--- config.mk ---
export PLATFORM = sky130hd
export DESIGN_NAME = apb_reg_master_flat
export DESIGN_NICKNAME = d
export VERILOG_FILES = /design/src/rtl/apb_pkg.sv /design/src/rtl/apb_reg_master_if.sv /design/src/rtl/apb_addr_decoder.sv /design/src/rtl/apb_reg_master.sv /design/src/flat_wrapper.sv
export SDC_FILE = /design/constraint.sdc
export NUM_CORES = 1
export LEC_CHECK = 0
export CAP_MARGIN = 20
export CORE_MARGIN = 2
export CORE_UTILIZATION = 41
export DETAILED_ROUTE_END_ITERATION = 16
export GPL_TIMING_DRIVEN = 0
export PLACE_DENSITY = 0.9
export RECOVER_POWER = 100
export SLEW_MARGIN = 0
export SYNTH_ARGS = -nofsm -noshare
export SYNTH_HDL_FRONTEND = slang
export SYNTH_SLANG_ARGS = --single-unit
--- constraint.sdc ---
create_clock -name pclk -period 4.05 [get_ports pclk]
set_clock_uncertainty 0.05 [all_clocks]
set_input_delay 0.81 -clock pclk [delete_from_list [all_inputs] [get_ports pclk]]
set_output_delay 0.81 -clock pclk [all_outputs]
set_load 0.02 [all_outputs]
--- src/rtl/apb_pkg.sv ---
// APB requester shared definitions: FSM state encoding and default bus widths.
package apb_pkg;

  localparam int unsigned APB_ADDR_W = 3;
  localparam int unsigned APB_DATA_W = 8;

  typedef enum logic [1:0] {
    ST_IDLE   = 2'b00,
    ST_SETUP  = 2'b01,
    ST_ACCESS = 2'b10
  } apb_state_e;

endpackage

--- src/rtl/apb_reg_master_if.sv ---
// Command/response and APB bus bundle for apb_reg_master.
// master: the requester block itself; slave: everything around it (local logic + APB slave).
interface apb_reg_master_if
  import apb_pkg::*;
#(
  parameter int unsigned ADDR_W = APB_ADDR_W,
  parameter int unsigned DATA_W = APB_DATA_W
);

  localparam int unsigned NUM_REGS = 2 ** ADDR_W;

  // Local command / response side
  logic              cmd_valid;
  logic              cmd_ready;
  logic              cmd_write;
  logic [ADDR_W-1:0] cmd_addr;
  logic [DATA_W-1:0] cmd_wdata;
  logic              rsp_valid;
  logic [DATA_W-1:0] rsp_rdata;
  logic              rsp_err;

  // APB side
  logic                psel;
  logic                penable;
  logic                pwrite;
  logic [NUM_REGS-1:0] select_reg;
  logic [DATA_W-1:0]   pwdata;
  logic [DATA_W-1:0]   prdata;
  logic                pready;
  logic                psvlerr;

  modport master (
    input  cmd_valid, cmd_write, cmd_addr, cmd_wdata, prdata, pready, psvlerr,
    output cmd_ready, rsp_valid, rsp_rdata, rsp_err,
    output psel, penable, pwrite, select_reg, pwdata
  );

  modport slave (
    output cmd_valid, cmd_write, cmd_addr, cmd_wdata, prdata, pready, psvlerr,
    input  cmd_ready, rsp_valid, rsp_rdata, rsp_err,
    input  psel, penable, pwrite, select_reg, pwdata
  );

endinterface

--- src/rtl/apb_addr_decoder.sv ---
// Register index to one-hot select decode; all-zero when not enabled.
module apb_addr_decoder #(
  parameter int unsigned ADDR_W = 3
) (
  input  logic                     en_i,
  input  logic [ADDR_W-1:0]        addr_i,
  output logic [(2**ADDR_W)-1:0]   sel_o
);

  // One bit set for the addressed register, only while enabled
  always_comb begin
    sel_o = '0;
    if (en_i) begin
      sel_o[addr_i] = 1'b1;
    end
  end

endmodule

--- src/rtl/apb_reg_master.sv ---
// APB requester for the 8-entry register slave: turns valid/ready commands into an
// APB SETUP/ACCESS sequence and returns read data / slave error on a one-cycle strobe.
// Optional macro APB_TIMEOUT_EN: abort an ACCESS phase that waits TIMEOUT_CYCLES cycles.
module apb_reg_master
  import apb_pkg::*;
#(
  parameter int unsigned ADDR_W = APB_ADDR_W,
  parameter int unsigned DATA_W = APB_DATA_W
`ifdef APB_TIMEOUT_EN
  ,
  parameter int unsigned TIMEOUT_CYCLES = 16
`endif
) (
  input logic              pclk,
  input logic              preset,
  apb_reg_master_if.master bus
);

  localparam int unsigned NUM_REGS = 2 ** ADDR_W;

  apb_state_e          state_q, state_d;
  logic                psel_q, psel_d;
  logic                penable_q, penable_d;
  logic                pwrite_q, pwrite_d;
  logic [DATA_W-1:0]   pwdata_q, pwdata_d;
  logic [NUM_REGS-1:0] select_q, select_d;
  logic                rsp_valid_q, rsp_valid_d;
  logic [DATA_W-1:0]   rsp_rdata_q, rsp_rdata_d;
  logic                rsp_err_q, rsp_err_d;

  logic                cmd_ready;
  logic                accept;
  logic [NUM_REGS-1:0] dec_sel;

`ifdef APB_TIMEOUT_EN
  localparam int unsigned CntW = (TIMEOUT_CYCLES > 1) ? $clog2(TIMEOUT_CYCLES) : 1;
  logic [CntW-1:0] wait_cnt_q, wait_cnt_d;
  logic            timeout;
  assign timeout = (wait_cnt_q == CntW'(TIMEOUT_CYCLES - 1));
`endif

  // Ready only in IDLE; forced low while reset is asserted
  assign cmd_ready = (state_q == ST_IDLE) && !preset;
  assign accept    = bus.cmd_valid && cmd_ready;

  // Decoder is enabled only on acceptance, so its output is the select for the new SETUP
  apb_addr_decoder #(
    .ADDR_W (ADDR_W)
  ) u_addr_decoder (
    .en_i   (accept),
    .addr_i (bus.cmd_addr),
    .sel_o  (dec_sel)
  );

  // Next-state and registered-output computation
  always_comb begin
    state_d     = state_q;
    psel_d      = psel_q;
    penable_d   = penable_q;
    pwrite_d    = pwrite_q;
    pwdata_d    = pwdata_q;
    select_d    = select_q;
    rsp_valid_d = 1'b0;
    rsp_rdata_d = rsp_rdata_q;
    rsp_err_d   = rsp_err_q;
`ifdef APB_TIMEOUT_EN
    wait_cnt_d  = wait_cnt_q;
`endif

    unique case (state_q)
      ST_IDLE: begin
        // The APB registers double as the latched command for the whole transfer
        if (accept) begin
          state_d   = ST_SETUP;
          psel_d    = 1'b1;
          penable_d = 1'b0;
          pwrite_d  = bus.cmd_write;
          pwdata_d  = bus.cmd_write ? bus.cmd_wdata : '0;
          select_d  = dec_sel;
        end
      end
      ST_SETUP: begin
        state_d   = ST_ACCESS;
        penable_d = 1'b1;
`ifdef APB_TIMEOUT_EN
        wait_cnt_d = '0;
`endif
      end
      ST_ACCESS: begin
        if (bus.pready) begin
          state_d     = ST_IDLE;
          psel_d      = 1'b0;
          penable_d   = 1'b0;
          pwrite_d    = 1'b0;
          pwdata_d    = '0;
          select_d    = '0;
          rsp_valid_d = 1'b1;
          rsp_rdata_d = pwrite_q ? '0 : bus.prdata;
          rsp_err_d   = bus.psvlerr;
        end
`ifdef APB_TIMEOUT_EN
        else if (timeout) begin
          state_d     = ST_IDLE;
          psel_d      = 1'b0;
          penable_d   = 1'b0;
          pwrite_d    = 1'b0;
          pwdata_d    = '0;
          select_d    = '0;
          rsp_valid_d = 1'b1;
          rsp_rdata_d = '0;
          rsp_err_d   = 1'b1;
        end else begin
          wait_cnt_d = wait_cnt_q + 1'b1;
        end
`endif
      end
      default: begin
        state_d   = ST_IDLE;
        psel_d    = 1'b0;
        penable_d = 1'b0;
        select_d  = '0;
      end
    endcase
  end

  // State and output registers with synchronous reset
  always_ff @(posedge pclk) begin
    if (preset) begin
      state_q     <= ST_IDLE;
      psel_q      <= 1'b0;
      penable_q   <= 1'b0;
      pwrite_q    <= 1'b0;
      pwdata_q    <= '0;
      select_q    <= '0;
      rsp_valid_q <= 1'b0;
      rsp_rdata_q <= '0;
      rsp_err_q   <= 1'b0;
`ifdef APB_TIMEOUT_EN
      wait_cnt_q  <= '0;
`endif
    end else begin
      state_q     <= state_d;
      psel_q      <= psel_d;
      penable_q   <= penable_d;
      pwrite_q    <= pwrite_d;
      pwdata_q    <= pwdata_d;
      select_q    <= select_d;
      rsp_valid_q <= rsp_valid_d;
      rsp_rdata_q <= rsp_rdata_d;
      rsp_err_q   <= rsp_err_d;
`ifdef APB_TIMEOUT_EN
      wait_cnt_q  <= wait_cnt_d;
`endif
    end
  end

  assign bus.cmd_ready  = cmd_ready;
  assign bus.psel       = psel_q;
  assign bus.penable    = penable_q;
  assign bus.pwrite     = pwrite_q;
  assign bus.pwdata     = pwdata_q;
  assign bus.select_reg = select_q;
  assign bus.rsp_valid  = rsp_valid_q;
  assign bus.rsp_rdata  = rsp_rdata_q;
  assign bus.rsp_err    = rsp_err_q;

endmodule

--- src/flat_wrapper.sv ---
// flat-port wrapper written by rule: the top's interface ports become plain ports
module apb_reg_master_flat import apb_pkg::*;
#(
  parameter int unsigned ADDR_W = APB_ADDR_W,
  parameter int unsigned DATA_W = APB_DATA_W

)
  (pclk, preset, bus_cmd_valid, bus_cmd_write, bus_cmd_addr, bus_cmd_wdata, bus_prdata, bus_pready, bus_psvlerr, bus_cmd_ready, bus_rsp_valid, bus_rsp_rdata, bus_rsp_err, bus_psel, bus_penable, bus_pwrite, bus_select_reg, bus_pwdata);
  apb_reg_master_if #(.ADDR_W(ADDR_W), .DATA_W(DATA_W)) bus_i ();
  input logic pclk;
  input logic preset;
  input wire logic [$bits(bus_i.cmd_valid)-1:0] bus_cmd_valid;
  input wire logic [$bits(bus_i.cmd_write)-1:0] bus_cmd_write;
  input wire logic [$bits(bus_i.cmd_addr)-1:0] bus_cmd_addr;
  input wire logic [$bits(bus_i.cmd_wdata)-1:0] bus_cmd_wdata;
  input wire logic [$bits(bus_i.prdata)-1:0] bus_prdata;
  input wire logic [$bits(bus_i.pready)-1:0] bus_pready;
  input wire logic [$bits(bus_i.psvlerr)-1:0] bus_psvlerr;
  output wire logic [$bits(bus_i.cmd_ready)-1:0] bus_cmd_ready;
  output wire logic [$bits(bus_i.rsp_valid)-1:0] bus_rsp_valid;
  output wire logic [$bits(bus_i.rsp_rdata)-1:0] bus_rsp_rdata;
  output wire logic [$bits(bus_i.rsp_err)-1:0] bus_rsp_err;
  output wire logic [$bits(bus_i.psel)-1:0] bus_psel;
  output wire logic [$bits(bus_i.penable)-1:0] bus_penable;
  output wire logic [$bits(bus_i.pwrite)-1:0] bus_pwrite;
  output wire logic [$bits(bus_i.select_reg)-1:0] bus_select_reg;
  output wire logic [$bits(bus_i.pwdata)-1:0] bus_pwdata;
  assign bus_i.cmd_valid = bus_cmd_valid;
  assign bus_i.cmd_write = bus_cmd_write;
  assign bus_i.cmd_addr = bus_cmd_addr;
  assign bus_i.cmd_wdata = bus_cmd_wdata;
  assign bus_i.prdata = bus_prdata;
  assign bus_i.pready = bus_pready;
  assign bus_i.psvlerr = bus_psvlerr;
  assign bus_cmd_ready = bus_i.cmd_ready;
  assign bus_rsp_valid = bus_i.rsp_valid;
  assign bus_rsp_rdata = bus_i.rsp_rdata;
  assign bus_rsp_err = bus_i.rsp_err;
  assign bus_psel = bus_i.psel;
  assign bus_penable = bus_i.penable;
  assign bus_pwrite = bus_i.pwrite;
  assign bus_select_reg = bus_i.select_reg;
  assign bus_pwdata = bus_i.pwdata;
  apb_reg_master #(.ADDR_W(ADDR_W), .DATA_W(DATA_W)) u_core (.pclk(pclk), .preset(preset), .bus(bus_i));
endmodule
# After elaboration in Yosys (flattened, before gate mapping)
# Index checks and enable logic that the tools add are counted.
# W data, S select, Z words.
# word_totals
ramBits	0
rom_bits	0
mem_count	0
input_bits	25
elab_cells	48
output_inout_bits	30
ff_bits	31
latchBits	0
# op_classes
n_mul	0
n_div	0
n_lt_le_gt_ge	2
n_eq_ne	4
add_sub_neg	0
mux	20
n_reduce_logical	11
shift	0
bitwise_logic	2
# op_table
cell	n
$mux W8	5
$pmux W8 S3	1
$pmux W8 S2	1
$mux W1	6
$pmux W1 S3	2
$pmux W2 S3	1
$reduce_and A3 Y1	2
$lt A3 B4 Y1 const B	1
$mux W2	2
$reduce_and A2 Y1	2
$demux W1 S3	1
$ge A3 B1 Y1 const B	1
$logic_and A1 B1 Y1	3
$eq A2 B1 Y1 const B	1
$eq A2 B2 Y1 const B	1
$logic_not A2 Y1	1
$ne A2 B1 Y1 const B	1
$ne A2 B2 Y1 const B	1
$not A1 Y1	2
$pmux W1 S2	1
$reduce_bool A2 Y1	1
$reduce_or A2 Y1	1
$logic_not A1 Y1	1

# Logic depth before layout (Yosys ltp)
# depth
depth_word	6
mapped_depth	5
mapped_depth_nobuf	3

# Hierarchy
# A second synthesis with hierarchy kept.
# unflattened
cells_unflattened	98
hier_area_um2	1206.2
# by_module_without_submodules
module	cells_each	seq_area_each_um2	n_inst	area_per_inst_um2
apb_reg_master	90	620.6	1	1109.8
apb_addr_decoder	8	0.0	1	96.3

# Least setup slack after synthesis
# No wires, ideal clock.
# synth_path
path_kind	input -> output
startpoint	input port preset
endpoint	output port bus_cmd_ready
stages	2
t_required_ps	3190
t_arrival_ps	1447
setup_slack_ps	1743
n_path_buf	1
path_cell_list	buf_2 nor3_1
# synth_between
elab_chain_len	2
# synth_rtl
element	line	source
from (decl)	flat_wrapper.sv:11	input logic preset;
$logic_not A1 Y1	apb_reg_master.sv:43	assign cmd_ready = (state_q == ST_IDLE) && !preset;
$logic_and A1 B1 Y1	apb_reg_master.sv:43	
to (decl)	flat_wrapper.sv:19	output wire logic [$bits(bus_i.cmd_ready)-1:0] bus_cmd_ready;
# No other way between the ends.

# Worst setup path in the final report
# Ends and elaborated chain as after synthesis.

==> metrics <==
period utilization=between 60% and 70%; Least-Margin Pin Slew=about 0.89 ns; Post-synth EDFFs=0; die width=between 50 and 60 um; vias in the first global route=roughly 960; DR vias=between 900 and 1,000; Cell Area, Placed=between 0.0015 and 0.002 mm2; first-pass GRT wire length=between 4000 and 5000 um; share of cells above drive strength 1=8.67%; TritonCTS clock tree=yes; fmax=377 MHz; Critical-path top delay cell=dlygate4sd3_1; Distinct cells, synth=22; Hold Path Depth=2; Post-Route WL=~2800 um; DR WL/cell=between 15 and 20 um; Critical Path, Cell by Cell=buf_2 > nor3_1 > dlygate4sd3_1; RSZ-0062 raised after global routing=false; worst reg2reg path startpoint=u_core.state_q[1]; Slew Viols, Final=0; final setup fails=0; critical path class=input port to output pin; Worst R2R Path Depth=5; CP bufs+invs=2; PwrDens=a little under 400 mW/mm2; post-CTS setup buffer count=0; Design Area, Final=approximately 0.0017 mm2; CP Launch Point=preset; cts hold-fix bufs=0; CP Data Required Time=~3.2 ns; crit path capture=bus_cmd_ready; GRT Total Usage=a little under 20%; Setup TNS Final=0 ns; Max clock buf depth=2; core box area=around 0.0025 mm2; # nets final=between 150 and 200; CTS Sinks=31; R2R Setup Slk=2.12 ns; share of flip-flops with an asynchronous set or reset=0%; Starting Density=between 40% and 50%; Post-DRT Antenna Nets=0; clk_lat worst skew=~0.33 ns; HP Class=register to register; Cells after Synth=89; CTS buffer count=5; number of diodes=0; H-tree depth=2; IO Port Bufs=53; Cell Rows=18; Mean Syn Cell Area=~12 um2; global route overflow=0; area delta synth->final=57.1%; Critical Path Stages=3; status=completed; 1st-pass router iterations=4; final routed DRC violation total=0; initial antenna violation count=0; Main synth FF type=dfxtp_1; CP top delay family=buffers and inverters; Worst setup EP type=output pin; boundary pin count=55; Ys Warns=0; crit path DAT=1.79 ns; Synth Register Bits=31; crit path launch type=input port; maxcap violations=0; CTS root buffer=clkbuf_4; Via density=a little over 5; fill count=between 200 and 250; Worst path max stage delay=roughly 0.69 ns; crit path time final=2.65 ns; Final Hold Fails=0; maximum vdd drop=between 0.0003 and 0.0004 V; sequential share of the synthesized area=57.2%; CTS-repair resized insts=0; DR iter-0 viols=12; die area=between 0.003 and 0.004 mm2; clock transition at the registers of the reported paths=roughly 0.09 ns; CP max FO=10; Reg-to-Reg End=u_core.bus.pwdata[5]; hpwl dp=2040 um; P_leak=slightly below 0.8 nW; pin count of the biggest net entering global routing=11; Syn Nets=around 110; synthesized area=0.00108 mm2; gp weighted congestion=~0.8; max_slew headroom=between 40 and 50%; Die Span Y=55.4 um
per-stage QoR:
stage / worst slack [ns] / hold WS (ns) / utilization, % / instances / total power [mW]
2_1_floorplan: 1.74 / 0.480 / - / 89 / 0.372
5_1_grt: 1.30 / 0.448 / 68.2 / 180 / 0.695
3_5_place_dp: 1.43 / 0.404 / 66.1 / 172 / 0.424
6_report: 1.40 / 0.416 / 68.2 / 180 / 0.666
3_3_place_gp: 1.43 / 0.393 / 66.1 / 172 / 0.420
4_1_cts: 1.43 / 0.424 / 69.6 / 180 / 0.678
cell usage after synthesis, types with 2 or more instances:
cell type	count	area (um2)
dfxtp_1	31	621
nand2b_1	2	12.5
and2_1	2	12.5
buf_6	3	33.8
inv_1	3	11.3
a32o_1	4	40.0
a21o_1	2	15.0
nor2_1	6	22.5
nand3b_1	2	15.0
a22o_1	21	184
buf_2	2	10.0
how the worst min path moves through the flow:
stage | slack [ns] | endpoint | from
after global routing | 0.45 | u_core.bus.penable | u_core.bus.penable
after detailed placement | 0.40 | u_core.bus.psel | u_core.bus.psel
after floorplan | 0.48 | u_core.bus.penable | u_core.bus.penable
final | 0.42 | u_core.bus.penable | u_core.bus.penable
after CTS | 0.42 | u_core.bus.penable | u_core.bus.penable
after global placement | 0.39 | u_core.bus.psel | u_core.bus.psel
power by group:
group          leakage (nW)  internal, mW  switching [mW]
Combinational         0.470        0.0464          0.0400
Sequential            0.252         0.315         0.00615
Clock                0.0482         0.146           0.112
Total                 0.770         0.508           0.158
cell usage in the layout (no fill, tap or decap), types with 3 or more instances in the layout:
| cell type | n |
|---|---|
| a22o_1 | 21 |
| clkdlybuf4s50_1 | 21 |
| dlygate4sd3_1 | 32 |
| clkbuf_4 | 5 |
| a32o_1 | 4 |
| inv_1 | 3 |
| dfxtp_1 | 31 |
| nor2_1 | 6 |
final cells by class:
cell class,count,area (um2),share of cell area [%]
clock inverter,2,35.0,2.06
multi-input combinational,50,389,22.8
inverter,3,11.3,0.661
timing repair buffer,53,531,31.1
tap,30,37.5,2.20
clock buffer,6,51.3,3.01
buffer,5,28.8,1.69
sequential,31,621,36.4
kinds of logic after synthesis:
logic type,after synthesis,synth area share [%]
mux,2,2.31
buf+inv,8,5.07
simple gates,18,11.4
flops,31,57.2
compound gates,30,24.0
tightest hold or removal path: stages (launching register included):
cell and delay, ns:
dfxtp_1 0.32, inv_1 0.04, a21boi_0 0.06
layer usage:
layer,up-vias,share of wire [%],global-route usage [%]
li1,453,-,-
met1,419,42,22.4
met2,47,50,33.2
met3,4,7.7,9.13
met4,0,0.83,5.23
met5,-,0,0
Note: power is estimated with default switching activity, not from simulation.
